**src/rtl/trace_pkg.sv**
```systemverilog
// ----------------------------------------------------------------------------
// trace_pkg
// Shared definitions for the trace capture block: FSM state encoding, capture
// mode encoding and the width of one packed trace entry.
// No ports (package).
// ----------------------------------------------------------------------------
package trace_pkg;

  // Encoding is visible on state_o, so the values are fixed.
  typedef enum logic [1:0] {
    IDLE    = 2'd0,
    ARMED   = 2'd1,
    CAPTURE = 2'd2,
    DONE    = 2'd3
  } state_t;

  localparam logic MODE_CIRC = 1'b0;  // overwrite oldest entry when full
  localparam logic MODE_STOP = 1'b1;  // stop capturing once full

  // Default datapath widths.
  localparam int DEF_DATA_W = 32;
  localparam int DEF_PC_W   = 8;
  localparam int DEF_OP_W   = 6;
  localparam int DEF_CNT_W  = 16;

  // One entry holds pc, opcode, two operands, result and the cycle stamp.
  function automatic int entry_width(input int pc_w, input int op_w,
                                     input int data_w, input int cnt_w);
    return pc_w + op_w + 3 * data_w + cnt_w;
  endfunction

  localparam int ENTRY_W = entry_width(DEF_PC_W, DEF_OP_W, DEF_DATA_W, DEF_CNT_W);

endpackage

```
**src/rtl/trace_capture_if.sv**
```systemverilog
// ----------------------------------------------------------------------------
// trace_capture_if
// Bundles the datapath observation tap (in_*) and the valid/ready readout
// port (rd_*) of the trace buffer.
//   master : the datapath/host side - drives in_* and rd_ready
//   slave  : the trace buffer side  - consumes in_*, drives rd_*
// ----------------------------------------------------------------------------
interface trace_capture_if #(
  parameter int DATA_W = 32,
  parameter int PC_W   = 8,
  parameter int OP_W   = 6,
  parameter int CNT_W  = 16
) ();

  // Capture tap
  logic              in_valid;
  logic [PC_W-1:0]   in_pc;
  logic [OP_W-1:0]   in_opcode;
  logic [DATA_W-1:0] in_reg_1;
  logic [DATA_W-1:0] in_reg_2;
  logic [DATA_W-1:0] in_result;

  // Readout port
  logic              rd_valid;
  logic              rd_ready;
  logic [PC_W-1:0]   rd_pc;
  logic [OP_W-1:0]   rd_opcode;
  logic [DATA_W-1:0] rd_reg_1;
  logic [DATA_W-1:0] rd_reg_2;
  logic [DATA_W-1:0] rd_result;
  logic [CNT_W-1:0]  rd_cycle;

  modport master (
    output in_valid, in_pc, in_opcode, in_reg_1, in_reg_2, in_result,
    output rd_ready,
    input  rd_valid, rd_pc, rd_opcode, rd_reg_1, rd_reg_2, rd_result, rd_cycle
  );

  modport slave (
    input  in_valid, in_pc, in_opcode, in_reg_1, in_reg_2, in_result,
    input  rd_ready,
    output rd_valid, rd_pc, rd_opcode, rd_reg_1, rd_reg_2, rd_result, rd_cycle
  );

endinterface

```
**src/rtl/trace_ram.sv**
```systemverilog
// ----------------------------------------------------------------------------
// trace_ram
// DEPTH x WIDTH register array holding trace entries.
//   clk     : clock, rising edge
//   clr     : synchronous clear of every entry (wins over a write)
//   we      : write enable
//   wr_addr : write address
//   wr_data : write data
//   rd_addr : read address
//   rd_data : asynchronous read of the entry at rd_addr
// ----------------------------------------------------------------------------
module trace_ram #(
  parameter int DEPTH = 16,
  parameter int WIDTH = 8
) (
  input  logic                     clk,
  input  logic                     clr,
  input  logic                     we,
  input  logic [$clog2(DEPTH)-1:0] wr_addr,
  input  logic [WIDTH-1:0]         wr_data,
  input  logic [$clog2(DEPTH)-1:0] rd_addr,
  output logic [WIDTH-1:0]         rd_data
);

  logic [WIDTH-1:0] mem [DEPTH];

  // A plain register array (not block RAM) because the readout port is
  // combinational and the whole buffer must clear in one cycle.
  always_ff @(posedge clk) begin
    if (clr) begin
      for (int i = 0; i < DEPTH; i++) begin
        mem[i] <= '0;
      end
    end else if (we) begin
      mem[wr_addr] <= wr_data;
    end
  end

  assign rd_data = mem[rd_addr];

endmodule

```
**src/rtl/trace_capture.sv**
```systemverilog
// ----------------------------------------------------------------------------
// trace_capture
// On-chip trace buffer for the single-cycle datapath. Records one entry per
// retired instruction (pc, opcode, operands, result, cycle stamp), with an
// optional opcode trigger, circular or fill-and-stop capture, and a
// valid/ready readout (oldest entry first) once capture has ended.
//   clk         : clock, rising edge
//   rst_n       : synchronous active-low reset
//   bus         : capture tap + readout port (slave side)
//   arm         : pulse, IDLE -> ARMED; latches mode/trig_en/trig_opcode
//   stop        : pulse, ends ARMED (no capture) or CAPTURE (go to readout)
//   mode        : 0 circular, 1 fill-and-stop
//   trig_en     : 1 wait for opcode match, 0 start immediately
//   trig_opcode : trigger opcode
//   count       : entries held
//   state_o     : current state (IDLE/ARMED/CAPTURE/DONE)
//   overflow    : sticky, circular capture overwrote at least one entry
// ----------------------------------------------------------------------------
module trace_capture
  import trace_pkg::*;
#(
  parameter int DATA_W = 32,
  parameter int PC_W   = 8,
  parameter int OP_W   = 6,
  parameter int DEPTH  = 16,
  parameter int CNT_W  = 16
) (
  input  logic                   clk,
  input  logic                   rst_n,
  trace_capture_if.slave         bus,
  input  logic                   arm,
  input  logic                   stop,
  input  logic                   mode,
  input  logic                   trig_en,
  input  logic [OP_W-1:0]        trig_opcode,
  output logic [$clog2(DEPTH):0] count,
  output logic [1:0]             state_o,
  output logic                   overflow
);

  localparam int PTR_W = $clog2(DEPTH);
  localparam int EW    = entry_width(PC_W, OP_W, DATA_W, CNT_W);
  localparam logic [PTR_W:0] FULL = (PTR_W + 1)'(DEPTH);

  state_t             state_reg, state_next;
  logic [PTR_W-1:0]   wr_ptr_reg, wr_ptr_next;
  logic [PTR_W-1:0]   rd_ptr_reg, rd_ptr_next;
  logic [PTR_W:0]     count_reg, count_next;
  logic               overflow_reg, overflow_next;
  logic               rd_valid_reg, rd_valid_next;
  logic               mode_reg, mode_next;
  logic               trig_en_reg, trig_en_next;
  logic [OP_W-1:0]    trig_op_reg, trig_op_next;
  logic [CNT_W-1:0]   cyc_reg;

  logic               we;
  logic               arm_clr;
  logic               ram_clr;
  logic [EW-1:0]      wr_entry;
  logic [EW-1:0]      rd_entry;

  // --------------------------------------------------------------------------
  // Free-running cycle stamp
  // --------------------------------------------------------------------------
  always_ff @(posedge clk) begin
    if (!rst_n) begin
      cyc_reg <= '0;
    end else begin
      cyc_reg <= cyc_reg + 1'b1;
    end
  end

  // --------------------------------------------------------------------------
  // State and bookkeeping registers
  // --------------------------------------------------------------------------
  always_ff @(posedge clk) begin
    if (!rst_n) begin
      state_reg    <= IDLE;
      wr_ptr_reg   <= '0;
      rd_ptr_reg   <= '0;
      count_reg    <= '0;
      overflow_reg <= 1'b0;
      rd_valid_reg <= 1'b0;
      mode_reg     <= MODE_CIRC;
      trig_en_reg  <= 1'b0;
      trig_op_reg  <= '0;
    end else begin
      state_reg    <= state_next;
      wr_ptr_reg   <= wr_ptr_next;
      rd_ptr_reg   <= rd_ptr_next;
      count_reg    <= count_next;
      overflow_reg <= overflow_next;
      rd_valid_reg <= rd_valid_next;
      mode_reg     <= mode_next;
      trig_en_reg  <= trig_en_next;
      trig_op_reg  <= trig_op_next;
    end
  end

  // --------------------------------------------------------------------------
  // Next-state / datapath control
  // --------------------------------------------------------------------------
  always_comb begin
    state_next    = state_reg;
    wr_ptr_next   = wr_ptr_reg;
    rd_ptr_next   = rd_ptr_reg;
    count_next    = count_reg;
    overflow_next = overflow_reg;
    mode_next     = mode_reg;
    trig_en_next  = trig_en_reg;
    trig_op_next  = trig_op_reg;
    we            = 1'b0;
    arm_clr       = 1'b0;

    unique case (state_reg)
      IDLE: begin
        if (arm) begin
          state_next    = ARMED;
          mode_next     = mode;
          trig_en_next  = trig_en;
          trig_op_next  = trig_opcode;
          arm_clr       = 1'b1;
          wr_ptr_next   = '0;
          rd_ptr_next   = '0;
          count_next    = '0;
          overflow_next = 1'b0;
        end
      end

      ARMED: begin
        // stop beats a coincident trigger match: nothing is recorded.
        if (stop) begin
          state_next = IDLE;
        end else if (!trig_en_reg) begin
          state_next = CAPTURE;
        end else if (bus.in_valid && (bus.in_opcode == trig_op_reg)) begin
          // The triggering instruction itself becomes entry 0.
          we          = 1'b1;
          wr_ptr_next = wr_ptr_reg + 1'b1;
          count_next  = count_reg + 1'b1;
          state_next  = CAPTURE;
        end
      end

      CAPTURE: begin
        if (bus.in_valid) begin
          we          = 1'b1;
          wr_ptr_next = wr_ptr_reg + 1'b1;
          if (count_reg == FULL) begin
            // Only reachable in circular mode: the oldest entry is lost,
            // so the read pointer follows the write pointer.
            rd_ptr_next   = rd_ptr_reg + 1'b1;
            overflow_next = 1'b1;
          end else begin
            count_next = count_reg + 1'b1;
          end
        end
        if (stop) begin
          state_next = DONE;
        end else if ((mode_reg == MODE_STOP) && (count_next == FULL)) begin
          state_next = DONE;
        end
      end

      DONE: begin
        if (count_reg == '0) begin
          state_next = IDLE;
        end else if (rd_valid_reg && bus.rd_ready) begin
          rd_ptr_next = rd_ptr_reg + 1'b1;
          count_next  = count_reg - 1'b1;
          if (count_reg == (PTR_W + 1)'(1)) begin
            state_next = IDLE;
          end
        end
      end

      default: begin
        state_next = IDLE;
      end
    endcase

    // Registered so that it lines up with the pointer/count it describes.
    rd_valid_next = (state_next == DONE) && (count_next != '0);
  end

  // --------------------------------------------------------------------------
  // Entry storage
  // --------------------------------------------------------------------------
  assign ram_clr  = arm_clr | ~rst_n;
  assign wr_entry = {bus.in_pc, bus.in_opcode, bus.in_reg_1, bus.in_reg_2,
                     bus.in_result, cyc_reg};

  trace_ram #(
    .DEPTH (DEPTH),
    .WIDTH (EW)
  ) u_ram (
    .clk     (clk),
    .clr     (ram_clr),
    .we      (we),
    .wr_addr (wr_ptr_reg),
    .wr_data (wr_entry),
    .rd_addr (rd_ptr_reg),
    .rd_data (rd_entry)
  );

  // --------------------------------------------------------------------------
  // Outputs
  // --------------------------------------------------------------------------
  assign {bus.rd_pc, bus.rd_opcode, bus.rd_reg_1, bus.rd_reg_2,
          bus.rd_result, bus.rd_cycle} = rd_entry;
  assign bus.rd_valid = rd_valid_reg;
  assign count        = count_reg;
  assign state_o      = state_reg;
  assign overflow     = overflow_reg;

endmodule
```
**src/flat_wrapper.sv**
```systemverilog
// flat-port wrapper written by rule: the top's interface ports become plain ports
module trace_capture_flat import trace_pkg::*;
#(
  parameter int DATA_W = 32,
  parameter int PC_W   = 8,
  parameter int OP_W   = 6,
  parameter int DEPTH  = 16,
  parameter int CNT_W  = 16
)
  (clk, rst_n, arm, stop, mode, trig_en, trig_opcode, count, state_o, overflow, bus_in_valid, bus_in_pc, bus_in_opcode, bus_in_reg_1, bus_in_reg_2, bus_in_result, bus_rd_ready, bus_rd_valid, bus_rd_pc, bus_rd_opcode, bus_rd_reg_1, bus_rd_reg_2, bus_rd_result, bus_rd_cycle);
  trace_capture_if #(.DATA_W(DATA_W), .PC_W(PC_W), .OP_W(OP_W), .CNT_W(CNT_W)) bus_i ();
  input  logic clk;
  input  logic rst_n;
  input  logic arm;
  input  logic stop;
  input  logic mode;
  input  logic trig_en;
  input  logic [OP_W-1:0] trig_opcode;
  output logic [$clog2(DEPTH):0] count;
  output logic [1:0] state_o;
  output logic overflow;
  input wire logic [$bits(bus_i.in_valid)-1:0] bus_in_valid;
  input wire logic [$bits(bus_i.in_pc)-1:0] bus_in_pc;
  input wire logic [$bits(bus_i.in_opcode)-1:0] bus_in_opcode;
  input wire logic [$bits(bus_i.in_reg_1)-1:0] bus_in_reg_1;
  input wire logic [$bits(bus_i.in_reg_2)-1:0] bus_in_reg_2;
  input wire logic [$bits(bus_i.in_result)-1:0] bus_in_result;
  input wire logic [$bits(bus_i.rd_ready)-1:0] bus_rd_ready;
  output wire logic [$bits(bus_i.rd_valid)-1:0] bus_rd_valid;
  output wire logic [$bits(bus_i.rd_pc)-1:0] bus_rd_pc;
  output wire logic [$bits(bus_i.rd_opcode)-1:0] bus_rd_opcode;
  output wire logic [$bits(bus_i.rd_reg_1)-1:0] bus_rd_reg_1;
  output wire logic [$bits(bus_i.rd_reg_2)-1:0] bus_rd_reg_2;
  output wire logic [$bits(bus_i.rd_result)-1:0] bus_rd_result;
  output wire logic [$bits(bus_i.rd_cycle)-1:0] bus_rd_cycle;
  assign bus_i.in_valid = bus_in_valid;
  assign bus_i.in_pc = bus_in_pc;
  assign bus_i.in_opcode = bus_in_opcode;
  assign bus_i.in_reg_1 = bus_in_reg_1;
  assign bus_i.in_reg_2 = bus_in_reg_2;
  assign bus_i.in_result = bus_in_result;
  assign bus_i.rd_ready = bus_rd_ready;
  assign bus_rd_valid = bus_i.rd_valid;
  assign bus_rd_pc = bus_i.rd_pc;
  assign bus_rd_opcode = bus_i.rd_opcode;
  assign bus_rd_reg_1 = bus_i.rd_reg_1;
  assign bus_rd_reg_2 = bus_i.rd_reg_2;
  assign bus_rd_result = bus_i.rd_result;
  assign bus_rd_cycle = bus_i.rd_cycle;
  trace_capture #(.DATA_W(DATA_W), .PC_W(PC_W), .OP_W(OP_W), .DEPTH(DEPTH), .CNT_W(CNT_W)) u_core (.clk(clk), .rst_n(rst_n), .bus(bus_i), .arm(arm), .stop(stop), .mode(mode), .trig_en(trig_en), .trig_opcode(trig_opcode), .count(count), .state_o(state_o), .overflow(overflow));
endmodule
```
**config.mk**
```make
export PLATFORM = sky130hd
export DESIGN_NAME = trace_capture_flat
export DESIGN_NICKNAME = d
export VERILOG_FILES = /design/src/rtl/trace_pkg.sv /design/src/rtl/trace_capture_if.sv /design/src/rtl/trace_ram.sv /design/src/rtl/trace_capture.sv /design/src/flat_wrapper.sv
export SDC_FILE = /design/constraint.sdc
export NUM_CORES = 2
export LEC_CHECK = 0
export ABC_AREA = 1
export CAP_MARGIN = 20
export CORE_MARGIN = 2
export CORE_UTILIZATION = 40
export CTS_BUF_LIST = sky130_fd_sc_hd__clkbuf_8
export CTS_CLUSTER_SIZE = 40
export DETAILED_ROUTE_END_ITERATION = 10
export GPL_ROUTABILITY_DRIVEN = 0
export PLACE_DENSITY = 0.59
export SLEW_MARGIN = 10
export SYNTH_ARGS = -nofsm -noshare
export SYNTH_HDL_FRONTEND = slang
export SYNTH_SLANG_ARGS = --single-unit
export TNS_END_PERCENT = 30
```
**constraint.sdc**
```tcl
create_clock -name clk -period 9.15 [get_ports clk]
set_input_delay 2.2875 -clock clk [delete_from_list [all_inputs] [get_ports clk]]
set_output_delay 2.2875 -clock clk [all_outputs]
set_load 0.05 [all_outputs]
```
==> key figures <==
Run status
  – Status: completed

Place
  – DP Wirelength: 148100 um
  – Port Buffer Count: 258

Flow run
  – Maximum capacitance violations: 0

Route
  – Final WL: 285300 um
  – DR pass1 iterations: 7
  – Post-route ant nets: 0
  – Initial drt markers: 7816
  – Routed wire per std cell: ~25 um
  – DRC Markers: 0
  – DR vias/cell: 5.740
  – DR vias: around 66000

STA
  – Slew headroom: 0.2110
  – Setup TNS: 0 ns
  – Final hold viol count: 0
  – Slew Viols, Final: 0
  – RSZ-0062 raised after global routing: no
  – Measured slew at the worst slew-check pin: 1.183 ns
  – Final period util: 0.8197
  – Setup Skew: ~0.063 ns
  – Fmax: 0.1333 GHz
  – Setup Viol. Count Final: 0
  – Tmin final: 7.500 ns

Floorplanning
  – Core Footprint: 222500 um^2
  – Ports: between 200 and 300
  – Die footprint: around 230000 um^2
  – Die H: 477.3 um
  – Initial Util: 0.4027
  – Die width: 477.3 um
  – Row cnt: 173

Power and ir drop
  – Power consumption: 29.67 mW
  – Peak supply drop: approximately 0.25 mV
  – Cell-internal power: 18.56 mW
  – Leak pwr: 38.05 nW
  – Switching power total: 11.11 mW
  – Combinational Power Share: 0.312
  – Clock power share: 0.257
  – Switch share: 0.3745
  – Sequential fraction of design power: 0.431
  – Power Dens Cells: 295.8 nW/um^2

Worst setup path
  – Critical path, cell by cell: inv_8 > buf_12 > o21ai_0 > o22ai_1 > o21ai_0 > o22ai_1 > clkdlybuf4s50_1
  – CP required: 6.86 ns
  – Critical Path Slowest Stage Cell: dfxtp_4
  – Critical path depth: 7
  – Crit. End Element: output pin
  – Crit path launch type: flop
  – Worst Path Buf+Inv: 3
  – R2R Path End: u_core.u_ram.mem[7][73]
  – Worst Path Arrival: 5.21 ns
  – R2R Setup Slk: 3.99 ns
  – Max stage delay on crit path: 0.89 ns
  – CP delay by family, top: buffers and inverters
  – CP endpoint: bus_rd_result[9]
  – Crit path kind: reg2out
  – RR Startpoint: u_core.state_o[0]
  – Crit-path max FO: 139
  – R2R depth: 11

Clock network
  – Total CTS buffers: 362
  – Post-cts resize count: 0
  – Clock transition at path regs: 0.07 ns
  – Root buf cell: clkbuf_8
  – CTS max path bufs: 4
  – H-tree Lvls: 5
  – Clock sink count: 2061
  – Worst-Skew Late Latency: 1.08 ns
  – Post-CTS Hold Fix Bufs: 0
  – CTS tree: built
  – Post-CTS setup buffer count: 0

Global route
  – First-pass GRT wire length: 422400 um
  – Largest net degree at the start of global routing: 227
  – Grt total ovfl: 0
  – Vias in the first global route: 64776
  – Initial antenna violation count: 4
  – GRT Util Overall: 0.2434

Yosys
  – Yosys cell types: 38
  – Number of flops mapped to enable cells by yosys: between 2000 and 2500
  – Post-synthesis cell area: around 90000 um^2
  – Yosys warnings: 0
  – Async SR Flop Fraction: 0
  – Syn avg cell area: ~11 um^2
  – Post-synthesis cell count: 8302
  – Yosys reg bits: 2061
  – Synth Net Count: 8441
  – Register area share after synthesis: 0.6856
  – Synth Flop Type: edfxtp_1

Min path
  – Min-Delay Path Class: reg2reg

Layout
  – Fraction of layout cells with a size suffix above 1: 0.06642
  – Max reg flops: around 2000
  – Final Net Count: 8399
  – Synth-to-layout area growth: 11.91%
==> synth_stat cells (8+ instances only) <==
cell	n	area (um^2)
buf_1	24	90.09
nand2_4	16	180.2
a21oi_1	24	120.1
nand2_1	140	525.5
o21ai_0	1169	5851
buf_2	14	70.07
ha_1	15	187.7
xor2_1	9	78.83
mux2i_1	13	130.1
o211ai_1	63	473.0
o22ai_1	350	2190
nand3_1	78	390.4
dfxtp_1	45	900.9
clkbuf_1	671	2519
buf_6	52	585.6
edfxtp_1	2016	60540
nor2_1	3171	11900
nor3_1	8	40.04
o31ai_1	8	60.06
inv_1	162	608.1
clkinv_1	10	37.54
o221ai_1	207	1813
==> metal layers <==
layer,share of wire,vias up,global-route usage
met2,0.47,3257,0.3859
li1,-,29052,-
met3,0.089,454,0.04610
met4,0.022,2,0.06781
met1,0.42,33144,0.3418
met5,0.000046,-,0
==> placed cells by master (no fill, tap or decap), types with 5 or more instances in the layout <==
cell type / count
nor2_1: 3170
edfxtp_1: 2016
o21ai_0: 1169
clkbuf_8: 369
o22ai_1: 350
inv_1: 282
clkdlybuf4s50_1: 258
o221ai_1: 207
nand2_1: 124
clkinv_1: 87
nand3_1: 78
buf_4: 64
o211ai_1: 63
dfxtp_1: 41
buf_12: 32
clkinv_2: 28
a21oi_1: 24
nand2_8: 16
nand2_4: 16
ha_1: 15
mux2i_1: 13
xor2_1: 9
o31ai_1: 8
nor3_1: 8
nand4_1: 7
clkinvlp_4: 7
inv_2: 6
o32ai_1: 5
==> through the flow <==
stage	setup slack (ns)	utilization	std cells	area, um^2	hold WS (ns)
2_1_floorplan	2.129	-	8302	89610	0.4297
3_3_place_gp	2.082	0.4228	10870	94080	0.4750
3_5_place_dp	2.065	0.4229	10871	94110	0.4760
4_1_cts	1.448	0.4506	11482	100300	0.4899
5_1_grt	1.324	0.4507	11483	100300	0.5151
6_report	1.650	0.4507	11483	100300	0.4869
==> cell families (layout without fill, tap and decap cells) <==
family / Yosys count / count (layout) / synth area share
simple gates: 3432 / 3432 / 0.1477
other cells: 0 / 1 / 0
xor+xnor: 9 / 9 / 0.0008797
fa+ha+maj: 15 / 15 / 0.002094
buf+inv: 940 / 1145 / 0.04393
mux: 13 / 13 / 0.001452
compound gates: 1832 / 1832 / 0.1183
flops: 2061 / 2061 / 0.6856
==> power groups by stage <==
stage	sequential (mW)	combinational (mW)	clock (mW)
CTS	12.8	9.26	7.71
global placement	12.9	9.16	0
global route	12.9	9.92	8.10
floorplan	13.0	5.71	0
detailed placement	13.0	9.23	0
finish	12.8	9.25	7.61
==> cell type report <==
class	count	area [um^2]
Antenna cell	1	2.502
Clock buffer	369	5079
Clock inverter	242	1090
Fill cell	20891	122200
Inverter	179	699.4
Multi-Input combinational cell	5301	24500
Sequential cell	2061	61450
Tap cell	2975	3722
Timing Repair Buffer	355	3731
==> worst min-delay path by stage <==
stage | startpoint | slack [ns] | cells after the start | end
after detailed placement | u_core.trig_op_reg[4] | 0.48 | 2 | u_core.trig_op_reg[4]
final | u_core.trig_op_reg[4] | 0.49 | 2 | u_core.trig_op_reg[4]
after floorplan | u_core.cyc_reg[0] | 0.43 | 1 | u_core.cyc_reg[0]
after global placement | u_core.mode_reg | 0.48 | 2 | u_core.mode_reg
after global routing | u_core.trig_op_reg[5] | 0.52 | 2 | u_core.trig_op_reg[5]
after CTS | u_core.trig_op_reg[4] | 0.49 | 2 | u_core.trig_op_reg[4]
==> tightest hold or removal path, cell delays in order, from the launching register on <==
cell and delay [ns]:
dfxtp_1 0.31, inv_1 0.07, a21oi_1 0.06
Power figures use the tool's default switching activity.
